==> src/rtl/commit_fence_ctrl.sv <==
// commit_fence_ctrl: sequences FENCE / FENCE.I / SFENCE.VMA for commit port 0.
// The store buffer is drained first. Then the D$, I$ and TLB are flushed as
// the fence type requires. The block ends with one done/flush-pipeline pulse.
// Optional macro COMMIT_FENCE_CTRL_PERF_EN adds the fence and stall counters.
// With the macro undefined, both counter ports are tied to zero.
module commit_fence_ctrl #(
  parameter bit          FLUSH_DCACHE_ON_FENCE = 1'b1,
  parameter int unsigned DRAIN_TIMEOUT         = 1024
) (
  input  logic        clk_i,
  input  logic        rst_i,
  input  logic        req_valid_i,
  output logic        req_ready_o,
  input  logic [1:0]  req_type_i,
  input  logic        kill_i,
  input  logic        no_st_pending_i,
  output logic        dcache_flush_o,
  input  logic        dcache_flush_ack_i,
  output logic        icache_flush_o,
  output logic        tlb_flush_o,
  output logic        done_o,
  output logic        flush_pipeline_o,
  output logic        busy_o,
  output logic        timeout_o,
  output logic [31:0] fence_cnt_o,
  output logic [31:0] stall_cycles_o
);

  localparam logic [1:0]  TYPE_FENCE_I    = 2'd1;
  localparam logic [1:0]  TYPE_SFENCE_VMA = 2'd2;
  localparam bit          WDOG_EN         = (DRAIN_TIMEOUT != 0);
  localparam logic [31:0] WDOG_LAST       = 32'(DRAIN_TIMEOUT - 1);

  typedef enum logic [2:0] {
    IDLE,
    DRAIN,
    FLUSH_D,
    FLUSH_I,
    TLB,
    DONE
  } state_t;

  state_t      state;
  state_t      state_nxt;
  logic [1:0]  type_q;
  logic [31:0] drain_cnt;
  logic [31:0] drain_cnt_nxt;
  logic        timeout_q;
  logic        timeout_nxt;
  logic        accept;

  // A kill in the same cycle as a request blocks acceptance.
  assign req_ready_o = (state == IDLE) && !kill_i;
  assign accept      = req_valid_i && req_ready_o;

  // Next-state choice and the drain watchdog counter.
  // The watchdog pulse is computed one cycle ahead and registered. This lets
  // it appear on the cycle the counter reaches its last value without a
  // combinational path from inputs to the output.
  always_comb begin
    state_nxt     = state;
    drain_cnt_nxt = '0;
    timeout_nxt   = 1'b0;
    case (state)
      IDLE: begin
        if (accept) state_nxt = DRAIN;
      end
      DRAIN: begin
        if (kill_i) begin
          state_nxt = IDLE;
        end else if (no_st_pending_i) begin
          if (type_q == TYPE_FENCE_I) state_nxt = FLUSH_D;
          else if (type_q == TYPE_SFENCE_VMA) state_nxt = TLB;
          else if (FLUSH_DCACHE_ON_FENCE) state_nxt = FLUSH_D;
          else state_nxt = DONE;
        end else begin
          drain_cnt_nxt = (drain_cnt == '1) ? drain_cnt : drain_cnt + 32'd1;
        end
      end
      FLUSH_D: begin
        if (dcache_flush_ack_i) state_nxt = (type_q == TYPE_FENCE_I) ? FLUSH_I : DONE;
      end
      FLUSH_I: state_nxt = DONE;
      TLB:     state_nxt = DONE;
      DONE:    state_nxt = IDLE;
      default: state_nxt = IDLE;
    endcase
    timeout_nxt = WDOG_EN && (state_nxt == DRAIN) && (drain_cnt_nxt == WDOG_LAST);
  end

  // State, latched fence type, drain counter and watchdog pulse register.
  always_ff @(posedge clk_i or posedge rst_i) begin
    if (rst_i) begin
      state     <= IDLE;
      type_q    <= 2'd0;
      drain_cnt <= '0;
      timeout_q <= 1'b0;
    end else begin
      state     <= state_nxt;
      drain_cnt <= drain_cnt_nxt;
      timeout_q <= timeout_nxt;
      if (accept) type_q <= req_type_i;
    end
  end

  assign busy_o           = (state != IDLE);
  assign dcache_flush_o   = (state == FLUSH_D);
  assign icache_flush_o   = (state == FLUSH_I);
  assign tlb_flush_o      = (state == TLB);
  assign done_o           = (state == DONE);
  assign flush_pipeline_o = (state == DONE);
  assign timeout_o        = timeout_q;

`ifdef COMMIT_FENCE_CTRL_PERF_EN
  logic [31:0] fence_cnt;
  logic [31:0] stall_cycles;

  // Free-running performance counters that wrap at 2^32.
  always_ff @(posedge clk_i or posedge rst_i) begin
    if (rst_i) begin
      fence_cnt    <= '0;
      stall_cycles <= '0;
    end else begin
      if (done_o) fence_cnt <= fence_cnt + 32'd1;
      if (busy_o) stall_cycles <= stall_cycles + 32'd1;
    end
  end

  assign fence_cnt_o    = fence_cnt;
  assign stall_cycles_o = stall_cycles;
`else
  assign fence_cnt_o    = '0;
  assign stall_cycles_o = '0;
`endif

endmodule
==> config.mk <==
export PLATFORM = sky130hd
export DESIGN_NAME = commit_fence_ctrl
export DESIGN_NICKNAME = d
export VERILOG_FILES = /design/src/rtl/commit_fence_ctrl.sv
export SDC_FILE = /design/constraint.sdc
export NUM_CORES = 1
export LEC_CHECK = 0
export ABC_AREA = 1
export BUFFER_PORTS_ARGS = -buffer_cell sky130_fd_sc_hd__buf_4
export CAP_MARGIN = 0
export CORE_ASPECT_RATIO = 1.75
export CORE_UTILIZATION = 45
export DETAILED_ROUTE_END_ITERATION = 10
export MAX_ROUTING_LAYER = met4
export PLACE_DENSITY = 0.69
export SYNTH_ARGS = -nofsm -noshare
export SYNTH_HDL_FRONTEND = slang
export SYNTH_SLANG_ARGS = --single-unit
==> constraint.sdc <==
create_clock -name clk_i -period 2.43 [get_ports clk_i]
set_input_delay 0.1215 -clock clk_i [delete_from_list [all_inputs] [get_ports clk_i]]
set_output_delay 0.1215 -clock clk_i [all_outputs]
set_load 0.01 [all_outputs]
Yosys cells after proc, flatten, opt, wreduce, memory -nomap -nowiden
Index checks and enable logic that the tools add are counted.
Word-level totals
  bits in registers: 38
  latch bits: 0
  RAM bits: 0
  ROM bits: 0
  bits of input ports: 8
  output and inout bits: 72
  logic and storage cells: 34
  memories: 0
Operators by class
  add/sub/neg operators: 1
  multipliers: 0
  divide/modulo/power cells: 0
  magnitude comparators: 0
  equal/unequal tests: 10
  shift operators: 0
  mux-type cells: 12
  bitwise operators: 0
  reductions and logical operators: 7
Operators by type and width (count)
  32-bit 2-to-1 mux: 4
  32-bit by 1-bit adder with 32-bit output, second input constant: 1
  32-bit by 10-bit == test with 1-bit output, second input constant: 1
  32-bit == test, second input constant: 1
  3-bit 2-to-1 mux: 7
  3-bit one-hot mux with 4 select lines: 1
  3-bit by 1-bit == test with 1-bit output, second input constant: 2
  3-bit by 2-bit == test with 1-bit output, second input constant: 2
  3-bit == test, second input constant: 2
  1-bit logical AND: 3
  3-bit zero test: 1
  3-bit nonzero test: 1
  2-bit by 1-bit == test with 1-bit output, second input constant: 1
  2-bit == test, second input constant: 1
  2-bit OR reduction: 1
  1-bit zero test: 1

Logic depth before layout (Yosys ltp)
  word-level depth: 8
  mapped depth: 16
  depth with buffers taken out: 16

Worst setup path after synthesis
Ideal clock, no wire load.
  kind: register -> register
  start point: register drain_cnt[0]
  end point: register timeout_q (netlist: timeout_o)
  library setup time: 0.071 ns
  arrival time: 1.843 ns
  required time: 2.359 ns
  path slack: 0.516 ns
  stages on the path, launching flop included: 14
  path buffers: 2
  period minus slack after synthesis: 1.914 ns
  cell sequence: dfrtp_1 ha_1 inv_1 nor2_4 nand2_4 nor2_8 nand3_4 buf_6 buf_6 a21oi_1 o21ai_1 nor2_1 nand3_1 nor2_1
Between the ends
  longest elaborated chain between the ends: 7
  elaborated cells on any way between the ends: 8
  those cells by class: add/sub (1); eq/ne (2); mux (4); reduce/logical (1)
Ends and longest elaborated chain
  start: declaration: line 46  | logic [31:0] drain_cnt;
  start signal: assignment: line 100  | drain_cnt <= drain_cnt_nxt;
  32-bit by 1-bit adder with 32-bit output or 32-bit == test (tied branches): line 77  | drain_cnt_nxt = (drain_cnt == '1) ? drain_cnt : drain_cnt + 32'd1;
  32-bit 2-to-1 mux *: line 77
  32-bit 2-to-1 mux *: line 71  | end else if (no_st_pending_i) begin
  32-bit 2-to-1 mux *: line 69  | if (kill_i) begin
  32-bit 2-to-1 mux *: line 64  | case (state)
  32-bit by 10-bit == test with 1-bit output *: line 88  | timeout_nxt = WDOG_EN && (state_nxt == DRAIN) && (drain_cnt_nxt == WDOG_LAST);
  1-bit logical AND *: line 88
  via timeout_nxt: line 49  | logic timeout_nxt;
  end signal: assignment: line 101  | timeout_q <= timeout_nxt;
  end: declaration: line 48  | logic timeout_q;
The timed path passes the listed nets; every way through them passes the cells marked *.
A chain may end at the register's enable or synchronous reset.

Worst setup path in the final report
  start point: register drain_cnt[0]
  end point: register timeout_q (netlist: timeout_o)
Between the ends
  longest elaborated chain between the ends: 7
  elaborated cells on any way between the ends: 8
  those cells by class: add/sub (1); eq/ne (2); mux (4); reduce/logical (1)
Ends and longest elaborated chain
  32-bit by 1-bit adder with 32-bit output or 32-bit == test (tied branches): line 77
  32-bit 2-to-1 mux *: line 77
  32-bit 2-to-1 mux *: line 71
  32-bit 2-to-1 mux *: line 69
  32-bit 2-to-1 mux *: line 64
  via drain_cnt_nxt[9]: line 47  | logic [31:0] drain_cnt_nxt;
  32-bit by 10-bit == test with 1-bit output *: line 88
  1-bit logical AND *: line 88
  via timeout_nxt: line 49
Marked as above.

==> impl_metrics.ini <==
[timing]
min_period_ps = 2170
final-max-slew-violation-count = 0
worstMarginPinSlew_ps = 508
finalHoldViolations = 0
fmax_mhz = 462
whs_ps = 56.1
relSlewSlack = 0.661
fin_crit_sh = 0.891
skew_ps = 4.30
setup_violations = 0

[synth]
synth_common_cells = nand2_1 (118), inv_1 (72), buf_4 (66), nor2_1 (66), nand3_1 (50)
ys_warn_count = 0
ys_ff_latch = 38
synth_fa_ha_area_frac = 0.00398
syn_area_per_cell_um2 = 6.62
synth_area_leaders = dfrtp_1 (30%), buf_4 (16%), nand2_1 (14%)
synthArstFlopShare = 1.00
synth_top_area_frac = 0.302
post_synth_and_or_nand_nor_area_fraction = 0.381
synth-edff-count = 0
synthFlopType = dfrtp_1
yosysMostFrequentCell = nand2_1
synth_top_family_by_area = simple AND/OR/NAND/NOR gates
synthMuxAreaShare = 0.00358
synth_cell_type_count = 33
syn_inst = 475
yosys.area.top_type = dfrtp_1
synthesis.area_mm2 = 0.00315
synth_compound_area_frac = 0.0362
synth_xor_area_frac = 0.00557
ys_seq_area_frac = 0.302

[setup_path]
required_ps = 2650
crit_arrival_ps = 2390
slowest_stage = dfrtp_1
crit_path_end_kind = flip-flop
rr_worst_depth = 14
timing.rr.start = drain_cnt[0]$_DFF_PP0_
path_class = flip-flop to flip-flop
r2r_slack_ps = 260
critPathMaxFanout = 22
r2r_end = timeout_o$_DFF_PP0_
worstSetupStartpointType = flip-flop
path_cells = ha_2 > inv_1 > nor2_4 > nand2_4 > nor2_8 > nand3_4 > buf_8 > nand3_1 > nand2_1 > nor2_1 > o21ai_1 > nor2_1 > nand3_1 > nor2_1
cp_common_cell = nor2_1
max_stage_delay_ps = 380

[placed_design]
dp.cells = 569
dp_hpwl_um = 5310
io_buffers = 15
globalplace.congestion = 0.982
dpl_cell_area_mm2 = 0.00307

[pwr]
leakage_nw = 1.81
vdd_drop_max_uv = 531
power_mw = 1.84
cellPowerDensity_mw_per_mm2 = 559

[clock_network]
h-tree-depth = 2
numClockSinks = 38
cts_buffers = 5
cts_tree = built
max-clock-path-buffers = 2
clk_pin_slew_ps = 60
clk_root_buffer_cell = clkbuf_16
clk_latency_ps = 290

[run_status]
status = complete, no violations

[cells_and_area]
fin_area_mm2 = 0.00329
synthToLayoutAreaGrowth_pct = 4.41
fillCellCount = 731
fin_util = 0.483
final_cells = 582
nets = 506
drive_above_1_share = 0.104
antenna_cells = 0

[detailed_routing]
via_count = 2650
drcViolationCount = 0
vias_per_cell = 4.55
wl_per_cell_um = 11.3
first_pass_iters = 4
antenna_left = 0
wl_um = 6560
drt_iter0_drc = 65

[min_path]
hold_depth = 3
worstHoldEndpoint = state[0]$_DFF_PP0_
hp-class = input port to flip-flop
min_from = dcache_flush_ack_i

[floorplanning]
fp.dieArea_mm2 = 0.00734
design.portCount = 80
coreArea_mm2 = 0.00681
rows = 40
die_w_um = 65.2
die_h_um = 113
start_util = 0.462

[grt]
grt-ovfl-total = 0
grt_max_degree = 39
antenna_found_initial = 0
grt_pass1_wl_um = 10900
first_global_vias = 2452
grt.total_usage = 0.203

[job]
drv_cap = 0
-- critical path: cells and delay by family, from the launching register on --
family	cells	cell delay [ps]
AND/OR/NAND/NOR	10	1150
flip-flops	1	380
buffers and inverters	2	270
adder cells (fa/ha/maj)	1	220
AO/OA/AOI/OAI	1	80
-- placed cells by master (no fill, tap or decap), types with 2 or more instances in the layout --
cell type / count
a21oi_1: 9
a21oi_2: 2
and2_1: 2
buf_4: 23
clkbuf_16: 5
clkinv_2: 2
conb_1: 64
dfrtp_1: 38
inv_1: 72
nand2_1: 118
nand2_2: 3
nand3_1: 50
nand4_1: 7
nor2_1: 66
nor2_2: 3
nor2_4: 4
nor3_1: 6
o21ai_0: 5
o21ai_1: 2
-- stage by stage --
step                      setup slack, ps  setup TNS, ps
after floorplan                       516              0
after global placement                181              0
after detailed placement              123              0
after CTS                             104              0
after global routing                -5.49          -5.49
final                                 264              0
-- flip-flops by register name, summed over array words and instances, names as in the netlist --
signal and flops:
type_q 2, drain_cnt 32, timeout_o 1, state 3
-- power breakdown --
group / internal [mW] / switching (mW) / total (mW)
Clock: 0.480 / 0.263 / 0.744
Sequential: 0.673 / 0.0306 / 0.704
Combinational: 0.143 / 0.247 / 0.390
-- per-layer routing --
layer / global-route usage / vias up / routed length, um
met2: 0.367 / 75 / 3640
li1: - / 1372 / -
met3: 0.0407 / 16 / 246
met5: - / - / 0
met4: 0.103 / 0 / 237
met1: 0.196 / 1187 / 2440
-- kinds of logic (layout without fill, tap and decap cells) --
| logic type | after synthesis | after routing |
|---|---|---|
| simple gates | 267 | 267 |
| buf+inv | 145 | 105 |
| flops | 38 | 38 |
| compound gates | 20 | 20 |
| xor+xnor | 2 | 2 |
| fa+ha+maj | 1 | 1 |
| other cells | 1 | 64 |
| mux | 1 | 1 |
-- how the worst max path moves through the flow --
| stage | slack (ps) | end | startpoint | cells after the start |
|---|---|---|---|---|
| finish | 260 | timeout_o$_DFF_PP0_ | drain_cnt[0]$_DFF_PP0_ | 14 |
| global placement | 180 | timeout_o$_DFF_PP0_ | drain_cnt[0]$_DFF_PP0_ | 14 |
| global route | -5 | timeout_o$_DFF_PP0_ | drain_cnt[0]$_DFF_PP0_ | 14 |
| CTS | 100 | timeout_o$_DFF_PP0_ | drain_cnt[0]$_DFF_PP0_ | 14 |
| detailed placement | 120 | timeout_o$_DFF_PP0_ | drain_cnt[0]$_DFF_PP0_ | 14 |
| floorplan | 520 | timeout_o$_DFF_PP0_ | drain_cnt[0]$_DFF_PP0_ | 13 |
-- area by class of cell --
type	instances	area [um2]	share of cell area
flip-flops and latches	38	951	0.289
clock inverters	3	40.0	0.0122
well taps	84	105	0.0320
inverters	72	270	0.0823
multi-input cells	355	1600	0.486
repair buffers	25	198	0.0602
clock buffers	5	125	0.0381
-- what timing repair did --
action / CTS / global route
hold buffers: 1 / 0
gates resized for setup: 0 / 3
endpoints found under the setup margin: 0 / 1
endpoints found under the hold margin: 38 / 0
setup buffers: 0 / 4
Note: power is estimated with default switching activity, not from simulation.
